`src/rtl/deser_stream_w.sv`:
```
// Multi-lane serial-to-parallel deserialiser with per-word bit order, partial-word
// flush and a one-word output holding stage behind a valid/ready handshake.
module deser_stream_w #(
  parameter int DESER_W = 16,
  parameter int LANES   = 1
) (
  input  logic                         clk_i,
  input  logic                         srst_i,
  input  logic                         data_val_i,
  input  logic [LANES-1:0]             data_i,
  input  logic                         msb_first_i,
  input  logic                         flush_i,
  output logic [DESER_W-1:0]           deser_data_o,
  output logic [$clog2(DESER_W+1)-1:0] deser_cnt_o,
  output logic                         deser_data_val_o,
  input  logic                         deser_data_ready_i,
  output logic                         busy_o,
  output logic                         overflow_o
);

  localparam int B      = DESER_W / LANES;
  localparam int CNT_W  = $clog2(DESER_W + 1);
  localparam int BCNT_W = $clog2(B + 1);

  typedef enum logic [1:0] {
    S_IDLE,
    S_COLLECT,
    S_FULL
  } state_e;

  state_e              state_q;
  logic [DESER_W-1:0]  acc_q, acc_d;
  logic [BCNT_W-1:0]   beat_cnt_q, beat_cnt_d;
  logic                msb_q, msb_d;
  logic [CNT_W-1:0]    word_cnt_q, word_cnt_d;
  logic [DESER_W-1:0]  out_data_q;
  logic [CNT_W-1:0]    out_cnt_q;
  logic                out_val_q;
  logic                overflow_q;

  logic                out_free;
  logic                load_full;
  logic                load_new;
  logic                accept;
  logic                first_beat;
  logic                complete;
  logic [BCNT_W-1:0]   slot_cnt;
  logic [BCNT_W-1:0]   slot_pos;

  // NOTE: every variable gets a default at the top of the block so no path leaves
  // it unassigned; a missing default here would infer a latch.
  always_comb begin
    out_free   = !out_val_q || deser_data_ready_i;
    load_full  = (state_q == S_FULL) && out_free;
    // A FULL accumulator that drains this cycle can take beat 0 of the next word.
    accept     = data_val_i && ((state_q != S_FULL) || load_full);
    first_beat = (state_q != S_COLLECT);
    slot_cnt   = first_beat ? '0 : beat_cnt_q;
    msb_d      = first_beat ? msb_first_i : msb_q;
    slot_pos   = msb_d ? (BCNT_W'(B - 1) - slot_cnt) : slot_cnt;

    // Starting beat 0 from zero keeps unfilled bits of a flushed word at 0.
    acc_d = first_beat ? '0 : acc_q;
    if (accept) begin
      for (int b = 0; b < B; b++) begin
        if (BCNT_W'(b) == slot_pos) acc_d[b*LANES +: LANES] = data_i;
      end
    end

    beat_cnt_d = accept ? (slot_cnt + BCNT_W'(1)) : beat_cnt_q;
    complete   = accept ? ((beat_cnt_d == BCNT_W'(B)) || flush_i)
                        : (flush_i && (state_q == S_COLLECT));
    word_cnt_d = CNT_W'(int'(beat_cnt_d) * LANES);
    // A word completing into a free output stage bypasses FULL for 1-cycle latency.
    load_new   = complete && out_free && (state_q != S_FULL);
  end

  // NOTE: state registers use non-blocking assignments so every register samples
  // the pre-edge values computed above, independent of statement order.
  always_ff @(posedge clk_i or posedge srst_i) begin
    if (srst_i) begin
      state_q    <= S_IDLE;
      acc_q      <= '0;
      beat_cnt_q <= '0;
      msb_q      <= 1'b0;
      word_cnt_q <= '0;
      out_data_q <= '0;
      out_cnt_q  <= '0;
      out_val_q  <= 1'b0;
      overflow_q <= 1'b0;
    end else begin
      overflow_q <= data_val_i && !accept;

      if (load_full) begin
        out_data_q <= acc_q;
        out_cnt_q  <= word_cnt_q;
        out_val_q  <= 1'b1;
      end else if (load_new) begin
        out_data_q <= acc_d;
        out_cnt_q  <= word_cnt_d;
        out_val_q  <= 1'b1;
      end else if (deser_data_ready_i) begin
        out_val_q  <= 1'b0;
      end

      if (accept) begin
        acc_q <= acc_d;
        msb_q <= msb_d;
      end

      if (complete) begin
        if (load_new) begin
          state_q    <= S_IDLE;
          beat_cnt_q <= '0;
        end else begin
          state_q    <= S_FULL;
          word_cnt_q <= word_cnt_d;
          beat_cnt_q <= beat_cnt_d;
        end
      end else if (accept) begin
        state_q    <= S_COLLECT;
        beat_cnt_q <= beat_cnt_d;
      end else if (load_full) begin
        state_q    <= S_IDLE;
        beat_cnt_q <= '0;
      end
    end
  end

  assign deser_data_o     = out_data_q;
  assign deser_cnt_o      = out_cnt_q;
  assign deser_data_val_o = out_val_q;
  assign overflow_o       = overflow_q;
  assign busy_o           = (state_q != S_IDLE) || out_val_q;

endmodule

```
`config.mk`:
```
export PLATFORM = sky130hd
export DESIGN_NAME = deser_stream_w
export DESIGN_NICKNAME = d
export VERILOG_FILES = /design/src/rtl/deser_stream_w.sv
export SDC_FILE = /design/constraint.sdc
export NUM_CORES = 1
export LEC_CHECK = 0
export ABC_AREA = 1
export CAP_MARGIN = 30
export CORE_MARGIN = 2
export CORE_UTILIZATION = 52
export CTS_CLUSTER_SIZE = 30
export DETAILED_ROUTE_END_ITERATION = 6
export PLACE_DENSITY = 0.76
export SYNTH_ARGS = -nofsm -noshare
export SYNTH_HDL_FRONTEND = slang
export SYNTH_SLANG_ARGS = --single-unit
```
`constraint.sdc`:
```
create_clock -name clk_i -period 2.1 [get_ports clk_i]
set_input_delay 0.21 -clock clk_i [delete_from_list [all_inputs] [get_ports clk_i]]
set_output_delay 0.21 -clock clk_i [all_outputs]
set_load 0.03 [all_outputs]
```
==> results of run 1 <==
[worst max-delay path, stage by stage, from the launching register on]
cell	delay [ns]
sky130_fd_sc_hd__dfrtp_1	0.40
sky130_fd_sc_hd__buf_4	0.14
sky130_fd_sc_hd__buf_4	0.14
sky130_fd_sc_hd__nor2_4	0.17
sky130_fd_sc_hd__nand2_1	0.15
sky130_fd_sc_hd__o21ai_2	0.13
sky130_fd_sc_hd__nand3_2	0.13
sky130_fd_sc_hd__nand2_4	0.10
sky130_fd_sc_hd__nor2_4	0.04
sky130_fd_sc_hd__nand2_4	0.10
sky130_fd_sc_hd__nand3_4	0.12
sky130_fd_sc_hd__buf_12	0.20
sky130_fd_sc_hd__nand3_1	0.11
sky130_fd_sc_hd__nand2_2	0.06
[area by class of cell]
class / instances / area, µm² / area share, %
Clock inverter: 3 / 22.5 / 0.551
Sequential cell: 52 / 1300 / 31.8
Multi-Input combinational cell: 324 / 1850 / 45.2
Timing Repair Buffer: 62 / 607 / 14.8
Tap cell: 75 / 93.8 / 2.29
Clock buffer: 5 / 68.8 / 1.68
Inverter: 38 / 145 / 3.55
[layout by cell type (no fill, tap or decap), types with 2 or more instances in the layout]
| master | count |
|---|---|
| sky130_fd_sc_hd__a21oi_1 | 3 |
| sky130_fd_sc_hd__nand2_4 | 9 |
| sky130_fd_sc_hd__a21oi_4 | 2 |
| sky130_fd_sc_hd__nand2_1 | 114 |
| sky130_fd_sc_hd__inv_1 | 26 |
| sky130_fd_sc_hd__nand3_2 | 15 |
| sky130_fd_sc_hd__clkdlybuf4s50_1 | 30 |
| sky130_fd_sc_hd__nor2_4 | 9 |
| sky130_fd_sc_hd__nor2_2 | 5 |
| sky130_fd_sc_hd__buf_4 | 26 |
| sky130_fd_sc_hd__nor2_1 | 33 |
| sky130_fd_sc_hd__a31oi_1 | 16 |
| sky130_fd_sc_hd__nand2_2 | 34 |
| sky130_fd_sc_hd__nand2_8 | 2 |
| sky130_fd_sc_hd__clkbuf_8 | 5 |
| sky130_fd_sc_hd__buf_12 | 3 |
| sky130_fd_sc_hd__o21ai_2 | 2 |
| sky130_fd_sc_hd__nand3_4 | 3 |
| sky130_fd_sc_hd__dfrtp_1 | 51 |
| sky130_fd_sc_hd__inv_2 | 11 |
| sky130_fd_sc_hd__o21ai_0 | 3 |
| sky130_fd_sc_hd__nand4_1 | 9 |
| sky130_fd_sc_hd__nand3_1 | 59 |
[sequential cells by signal, summed over array words and instances (netlist names), 2 cells and up]
register and flops:
state_q 2, beat_cnt_q 5, acc_q 16, deser_cnt_o 5
word_cnt_q 5, deser_data_o 16
[how the worst min path moves through the flow]
stage | depth (start not counted) | end | slack, ns | from
2_1_floorplan | 3 | overflow_o$_DFF_PP0_ | 0.38 | deser_data_ready_i
3_3_place_gp | 2 | deser_data_o[9]$_DFFE_PP0P_ | 0.46 | deser_data_o[9]$_DFFE_PP0P_
3_5_place_dp | 2 | deser_data_o[11]$_DFFE_PP0P_ | 0.46 | deser_data_o[11]$_DFFE_PP0P_
4_1_cts | 3 | msb_q$_DFFE_PP0N_ | 0.26 | srst_i
5_1_grt | 3 | deser_data_o[10]$_DFFE_PP0P_ | 0.29 | srst_i
6_report | 3 | msb_q$_DFFE_PP0N_ | 0.24 | srst_i
[what timing repair did]
action	4_1_cts	5_1_grt
pin swaps	0	10
gates resized for setup	3	43
endpoints found under the setup margin	22	31
hold buffers	0	0
gates cloned	0	1
endpoints found under the hold margin	0	0
buffers inserted	0	9
[per-layer routing]
layer	track usage, %	vias up
met5	0	-
met4	8.20	0
met3	3.78	13
met2	40.3	85
met1	31.8	1478
li1	-	1508
[kinds of logic after synthesis]
group / Yosys count
and+or+nand+nor: 293
adders and majority gates: 1
AOI/OAI and AO/OA: 30
buffers and inverters: 56
DFF: 52
[where the power goes]
group	leakage [nW]	switching [mW]	internal [mW]
combinational	1.28	1.48	0.944
sequential	0.667	0.247	1.30
clock	0.0485	0.372	0.240
[stage by stage]
stage	hold slack, ns	power (mW)	utilization (%)
after floorplan	0.385	2.99	-
after global placement	0.455	3.68	62.7
after detailed placement	0.458	3.74	62.7
after CTS	0.259	4.34	64.4
after global routing	0.288	4.86	68.3
final	0.237	4.59	68.3
==> out/results.md, run 1 <==
| Group | Parameter | This run |
|:---|:---|:---|
| cts | Register clock-pin slew on the reported worst setup and hold paths | 0.11 ns |
| global route | Number of antenna violations at the first check in global routing | 0 |
| setup path | Crit Reg-Reg Endpoint | deser_data_o[1]$_DFFE_PP0P_ |
| setup path | Worst setup path endpoint | deser_data_o[1]$_DFFE_PP0P_ |
| drt | Wire length after detailed routing | 8420 µm |
| synthesis | Post-synthesis instance total | 432 |
| synthesis | Library cell with the largest summed area after synthesis | sky130_fd_sc_hd__dfrtp_1 |
| finish | Final standard cell count with taps included and fillers excluded | 559 |
| cts | Worst skew pair latency | 0.32 ns |
| drt | Routed metal-1 wire length | 3740 µm |
| synthesis | Leading post-synthesis cells by cell area | sky130_fd_sc_hd__dfrtp_1, sky130_fd_sc_hd__nand2_1, sky130_fd_sc_hd__nand3_1 |
| finish | Post-layout instance area | 0.00409 mm² |
| sta | Setup repair after global routing missed its margin | true |
| global route | Total track usage | 24.1% |
| drt | Final ANT Viol Nets | 0 |
| placement | Input/output buffers | 30 |
| placement | Setup slack at placement | -0.0388 ns |
| finish | Nets | 491 |
| setup path | Critical path fanouts, max | 19 |
| cts | Clock root buffer | sky130_fd_sc_hd__clkbuf_8 |
| synthesis | Mapped cell area | 0.00327 mm² |
| cts | Cts bufs inserted | 5 |
| drt | Detailed-route DRC error count | 0 |
| sta | Final setup viols | 0 |
| setup path | Worst setup EP type | flip-flop |
| floorplanning | Die area | 0.00695 mm² |
| sta | Tightest slew margin relative to the limit | 58.4% |
| cts | Clock H-tree levels | 2 |
| cts | Bufs on Longest Clock Path | 2 |
| drt | WL met3 | 425 µm |
| setup path | Startpoint of the worst-slack reg-to-reg timing path | state_q[1]$_DFFE_PP0P_ |
| cts | Sinks on the clock net | 52 |
| cts | Clock tree from TritonCTS | yes |
| synthesis | Ys flop type | sky130_fd_sc_hd__dfrtp_1 |
| placement | HPWL after detailed placement | 5660 µm |
| sta | Sum Neg Setup Slack | 0 ns |
| synthesis | Sequential share of the synthesized area | 39.7% |
| drt | Total met2 wirelength after detailed routing | 4120 µm |
| job | Max Cap Viol | 0 |
| sta | Transition time at the pin with the least slew margin | 0.622 ns |
| drt | Routed vias/inst | 5.52 |
| synthesis | Post-synth EDFFs | 0 |
| floorplanning | Placeable Area | 0.00599 mm² |
| setup path | R2R depth | 13 |
| status | Outcome | complete, no violations |
| placement | Number of cells after detailed placement | 541 |
| floorplanning | Effective utilization at floorplan | 54.7% |
| power | Ratio of total power to cell area | 1120 mW/mm² |
| synthesis | Mapped Nets | 440 |
| power | Maximum vdd drop | 642 µV |
| setup path | Required time of the worst setup path | 2.33 ns |
| synthesis | Commonest cells in the netlist | sky130_fd_sc_hd__nand2_1, sky130_fd_sc_hd__nand3_1, sky130_fd_sc_hd__dfrtp_1, sky130_fd_sc_hd__nor2_1, sky130_fd_sc_hd__inv_1 |
| power | Leakage component of the power | 2.00 nW |
| finish | Filler Cells Inserted | 475 |
| setup path | Worst EP arrival | 2.30 ns |
| drt | Final routed wire length divided by cell count | 15.1 µm |
| placement | Placer's final routability congestion estimate | 0.913 |
| placement | Total cell area at the placement stage | 0.00375 mm² |
| synthesis | Combinational family with the most area after synthesis | simple AND/OR/NAND/NOR gates |
| setup path | R2R setup slack | 0.03 ns |
| floorplanning | Die boundary height | 83.4 µm |
| sta | Number of hold violations in the final report | 0 |
| synthesis | Mean Syn Cell Area | 7.58 µm² |
| finish | Diode count | 0 |
| drt | DR iter-0 viols | 254 |
| sta | Slew Viols, Final | 0 |
| synthesis | Post-synthesis share of cell area spent on and, or, nand and nor gates | 45.1% |
| synthesis | Share of the synthesized area in the top cell type | 39.7% |
| floorplanning | Placement Rows | 28 |
| synthesis | Dominant cell by count in the synthesized netlist | sky130_fd_sc_hd__nand2_1 |
| sta | Final Skew | 0.0123 ns |
| synthesis | Share of the synthesized netlist area taken by xor and xnor gates | 0% |
| global route | Wire length of the first global-routing pass | 13700 µm |
| synthesis | Adder-cell share of the synthesized area | 0.382% |
| finish | Area overhead of the layout relative to synthesis | 24.9% |
| floorplanning | Number of top-level pins | 31 |
| synthesis | Netlist cell types | 29 |
| synthesis | Post-synthesis compound-gate area fraction | 6.38% |
| synthesis | Proportion of register bits with asynchronous set or reset after synthesis | 100% |
| global route | Pin count of the biggest net entering global routing | 53 |
| setup path | Crit Path Class | flip-flop to flip-flop |
| setup path | Launch point of the critical path | state_q[1]$_DFFE_PP0P_ |
| sta | Shortest clock period the worst path allows after layout | 2.07 ns |
| synthesis | Yosys warning total | 0 |
| global route | Grt total ovfl | 0 |
| drt | Top routing layer used | met4 |
| synthesis | Flops & latches, synth | 52 |
| drt | Vias | 3084 |
| setup path | Crit path launch type | flip-flop |
| floorplanning | Horizontal die dimension | 83.4 µm |
| sta | Maximum clock frequency | 484 MHz |
| sta | Setup slack of the critical path after layout | 0.0332 ns |
| hold path | Class of the tightest hold or removal check | primary input to asynchronous set/reset pin |
| drt | Router iterations before antenna repair | 5 |
| synthesis | Proportion of synthesized area in mux cells | 0% |
| sta | Final period utilization | 98.4% |
| finish | Fraction of final layout cells sized beyond drive strength 1 | 28.3% |
| global route | Vias in the first global route | 2973 |
Note: power is estimated with default switching activity, not from simulation.
==> run 2, diff against run 1 <==
--- a/config.mk
+++ b/config.mk
@@ -6,7 +6,7 @@
 export NUM_CORES = 1
 export LEC_CHECK = 0
 export ABC_AREA = 1
-export CAP_MARGIN = 30
+export CAP_MARGIN = 0
 export CORE_MARGIN = 2
 export CORE_UTILIZATION = 52
 export CTS_CLUSTER_SIZE = 30
==> results of run 2 <==
Final layout, timing and power as in run 1 (identical DEF).
==> run 3, diff against run 2 <==
--- a/config.mk
+++ b/config.mk
@@ -11,6 +11,7 @@
 export CORE_UTILIZATION = 52
 export CTS_CLUSTER_SIZE = 30
 export DETAILED_ROUTE_END_ITERATION = 6
+export GPL_TIMING_DRIVEN = 0
 export PLACE_DENSITY = 0.76
 export SYNTH_ARGS = -nofsm -noshare
 export SYNTH_HDL_FRONTEND = slang
==> run 3 against run 2 <==
Compared with the run above: the flow now finishes with violations (negative setup slack); global-route usage rose by 0.087 points; core utilization grew 0.67 points; register-to-register slack got worse by 0.04 ns; combinational power rose by 2%; final cell count increased by 1.3%; final area is 0.98% higher; setup slack got worse by 0.039 ns.
==> out/results.md, run 3 (synthesis gave the netlist of run 1 again) <==
| Group | Parameter | This run | Delta |
|:---|:---|:---|:---|
| global route | Number of antenna violations at the first check in global routing | 0 | unchanged |
| cts | Hold Buf Count CTS | 0 | unchanged |
| drt | Detailed-route DRC error count | 0 | unchanged |
| drt | DR iter-0 viols | 286 | was 254 |
| global route | Grt total ovfl | 0 | unchanged |
| finish | Filler Cells Inserted | 466 | was 475 |
| placement | Placer's final routability congestion estimate | 0.933 | was 0.913 |
| cts | Sinks on the clock net | 52 | unchanged |
| floorplanning | Number of top-level pins | 31 | unchanged |
| setup path | Launch point of the critical path | state_q[1]$_DFFE_PP0P_ | unchanged |
| sta | Final Skew | 0.0117 ns | was 0.0123 ns |
| drt | Wire length after detailed routing | 8600 µm | was 8420 µm |
| drt | Vias | 3159 | was 3084 |
| global route | Total track usage | 24.2% | was 24.1% |
| setup path | Worst setup EP type | flip-flop | unchanged |
| placement | Setup slack at placement | -0.247 ns | was -0.0388 ns |
| placement | Number of cells after detailed placement | 538 | was 541 |
| setup path | Crit Path Class | flip-flop to flip-flop | unchanged |
| finish | Diode count | 0 | unchanged |
| sta | Number of hold violations in the final report | 0 | unchanged |
| setup path | Crit path launch type | flip-flop | unchanged |
| finish | Fraction of final layout cells sized beyond drive strength 1 | 24.8% | was 28.3% |
| cts | Worst skew pair latency | 0.32 ns | about the same |
| global route | Wire length of the first global-routing pass | 13700 µm | about the same |
| finish | Most frequent standard cell in the layout excluding fill and tap cells | sky130_fd_sc_hd__nand2_1 | unchanged |
| finish | Final standard cell count with taps included and fillers excluded | 566 | was 559 |
| setup path | Worst EP arrival | 2.38 ns | was 2.30 ns |
| floorplanning | Horizontal die dimension | 83.4 µm | unchanged |
| setup path | Required time of the worst setup path | 2.37 ns | was 2.33 ns |
| power | Leakage component of the power | 2.00 nW | about the same |
| sta | Sum Neg Setup Slack | -0.0157 ns | was 0 ns |
| sta | Shortest clock period the worst path allows after layout | 2.11 ns | was 2.07 ns |
| power | Maximum vdd drop | 753 µV | was 642 µV |
| setup path | Crit Reg-Reg Endpoint | deser_data_o[0]$_DFFE_PP0P_ | was deser_data_o[1]$_DFFE_PP0P_ |
| cts | Clock tree from TritonCTS | yes | unchanged |
| global route | Peak-usage layer in the global routing report | met2 | unchanged |
| setup path | R2R depth | 17 | was 13 |
| sta | Final period utilization | 100% | was 98.4% |
| sta | Maximum clock frequency | 475 MHz | was 484 MHz |
| sta | Transition time at the pin with the least slew margin | 0.533 ns | was 0.622 ns |
| floorplanning | Die area | 0.00695 mm² | unchanged |
| sta | Tightest slew margin relative to the limit | 64.4% | was 58.4% |
| drt | Router iterations before antenna repair | 5 | unchanged |
| setup path | R2R setup slack | -0.006 ns | was 0.03 ns |
| hold path | Class of the tightest hold or removal check | primary input to asynchronous set/reset pin | unchanged |
| sta | Setup repair after global routing missed its margin | true | unchanged |
| finish | Area overhead of the layout relative to synthesis | 26.1% | was 24.9% |
| status | Violations in the final reports | negative setup slack |  |
| finish | End-of-flow core utilization | 68.9% | was 68.3% |
| cts | Bufs on Longest Clock Path | 2 | unchanged |
| cts | Register clock-pin slew on the reported worst setup and hold paths | 0.11 ns | about the same |
| sta | Setup slack of the critical path after layout | -0.00573 ns | was 0.0332 ns |
| placement | Input/output buffers | 30 | unchanged |
| floorplanning | Die boundary height | 83.4 µm | unchanged |
| finish | Nets | 498 | was 491 |
| sta | Final setup viols | 5 | was 0 |
| global route | Met1 usage in global routing | 30.2% | was 31.8% |
| global route | Met2 global-route usage | 42.2% | was 40.3% |
| floorplanning | Effective utilization at floorplan | 54.7% | unchanged |
| power | Power consumption | 4.59 mW | about the same |
| placement | HPWL after detailed placement | 5790 µm | was 5660 µm |
| setup path | Critical path fanouts, max | 8 | was 19 |
| floorplanning | Placeable Area | 0.00599 mm² | unchanged |
| cts | Clock H-tree levels | 2 | unchanged |
| finish | Most frequent cells in the layout | sky130_fd_sc_hd__nand2_1, sky130_fd_sc_hd__nand3_1, sky130_fd_sc_hd__dfrtp_1 | unchanged |
| power | Ratio of total power to cell area | 1110 mW/mm² | was 1120 mW/mm² |
| status | Outcome | complete, but fails checks | was complete, no violations |
| setup path | Startpoint of the worst-slack reg-to-reg timing path | state_q[1]$_DFFE_PP0P_ | unchanged |
| drt | Routed vias/inst | 5.58 | was 5.52 |
| drt | Final ANT Viol Nets | 0 | unchanged |
| floorplanning | Placement Rows | 28 | unchanged |
| drt | Final routed wire length divided by cell count | 15.2 µm | was 15.1 µm |
| global route | Vias in the first global route | 2959 | was 2973 |
| cts | Cts bufs inserted | 5 | unchanged |
| global route | Met3 demand-to-capacity share in global routing | 4.08% | was 3.78% |
| sta | Slew Viols, Final | 0 | unchanged |
| job | Max Cap Viol | 0 | unchanged |
| cts | Clock root buffer | sky130_fd_sc_hd__clkbuf_8 | unchanged |
| global route | Pin count of the biggest net entering global routing | 42 | was 53 |
[run 3: worst max-delay path: stages, from the launching register on]
cell and delay, ns:
sky130_fd_sc_hd__dfrtp_2 0.45, sky130_fd_sc_hd__inv_4 0.07, sky130_fd_sc_hd__buf_8 0.11, sky130_fd_sc_hd__nand3_4 0.08, sky130_fd_sc_hd__inv_4 0.08, sky130_fd_sc_hd__ha_4 0.12
sky130_fd_sc_hd__inv_2 0.05, sky130_fd_sc_hd__nand3_1 0.08, sky130_fd_sc_hd__nand2_1 0.09, sky130_fd_sc_hd__nand2_2 0.09, sky130_fd_sc_hd__nand3_2 0.09, sky130_fd_sc_hd__nor2_4 0.13
sky130_fd_sc_hd__nand2_4 0.08, sky130_fd_sc_hd__nand2_2 0.18, sky130_fd_sc_hd__nand2_1 0.08, sky130_fd_sc_hd__nand2_1 0.10, sky130_fd_sc_hd__nand2_1 0.11, sky130_fd_sc_hd__nand2_1 0.07
[run 3: through the flow]
| stage | hold slack [ns] | area (µm²) |
|---|---|---|
| after floorplan | 0.385 | 3300 |
| after global placement | 0.454 | 3700 |
| after detailed placement | 0.458 | 3720 |
| after CTS | 0.152 | 3950 |
| after global routing | 0.193 | 4130 |
| final | 0.146 | 4130 |
[run 3: routing by layer]
| metal | part of all wire, % | vias to the layer above |
|---|---|---|
| met5 | 0 | - |
| met4 | 2.3 | 0 |
| met3 | 5.9 | 20 |
| met2 | 50 | 124 |
| met1 | 42 | 1492 |
| li1 | - | 1523 |
[run 3: worst max-delay path by stage]
stage               slack [ns]                     endpoint  depth (start not counted)
detailed placement       -0.25  deser_data_o[7]$_DFFE_PP0P_                         16
floorplan               0.0006   deser_cnt_o[2]$_DFFE_PP0P_                         16
global placement         -0.45   deser_cnt_o[4]$_DFFE_PP0P_                          2
CTS                     0.0008   deser_cnt_o[0]$_DFFE_PP0P_                         16
finish                  -0.006  deser_data_o[0]$_DFFE_PP0P_                         17
global route             -0.09   deser_cnt_o[4]$_DFFE_PP0P_                         17
[run 3: layout make-up]
| type | count | area, µm² | area share [%] |
|---|---|---|---|
| Clock buffer | 5 | 68.8 | 1.67 |
| Timing Repair Buffer | 51 | 520 | 12.6 |
| Multi-Input combinational cell | 324 | 1820 | 44.0 |
| Buffer | 18 | 156 | 3.79 |
| Clock inverter | 3 | 21.3 | 0.515 |
| Inverter | 38 | 150 | 3.64 |
| Tap cell | 75 | 93.8 | 2.27 |
| Sequential cell | 52 | 1300 | 31.5 |
[run 3: report_power, final]
part | leakage [nW] | internal (mW) | total [mW] | switching (mW)
Clock | 0.0445 | 0.238 | 0.612 | 0.374
Combinational | 1.29 | 0.967 | 2.46 | 1.49
Sequential | 0.667 | 1.30 | 1.52 | 0.222
Total | 2.00 | 2.51 | 4.59 | 2.08
[run 3: what timing repair did]
item / CTS / global route
pin swaps: 2 / 20
buffers inserted: 8 / 9
gates cloned: 2 / 1
gates resized for setup: 15 / 21
endpoints found under the setup margin: 33 / 33
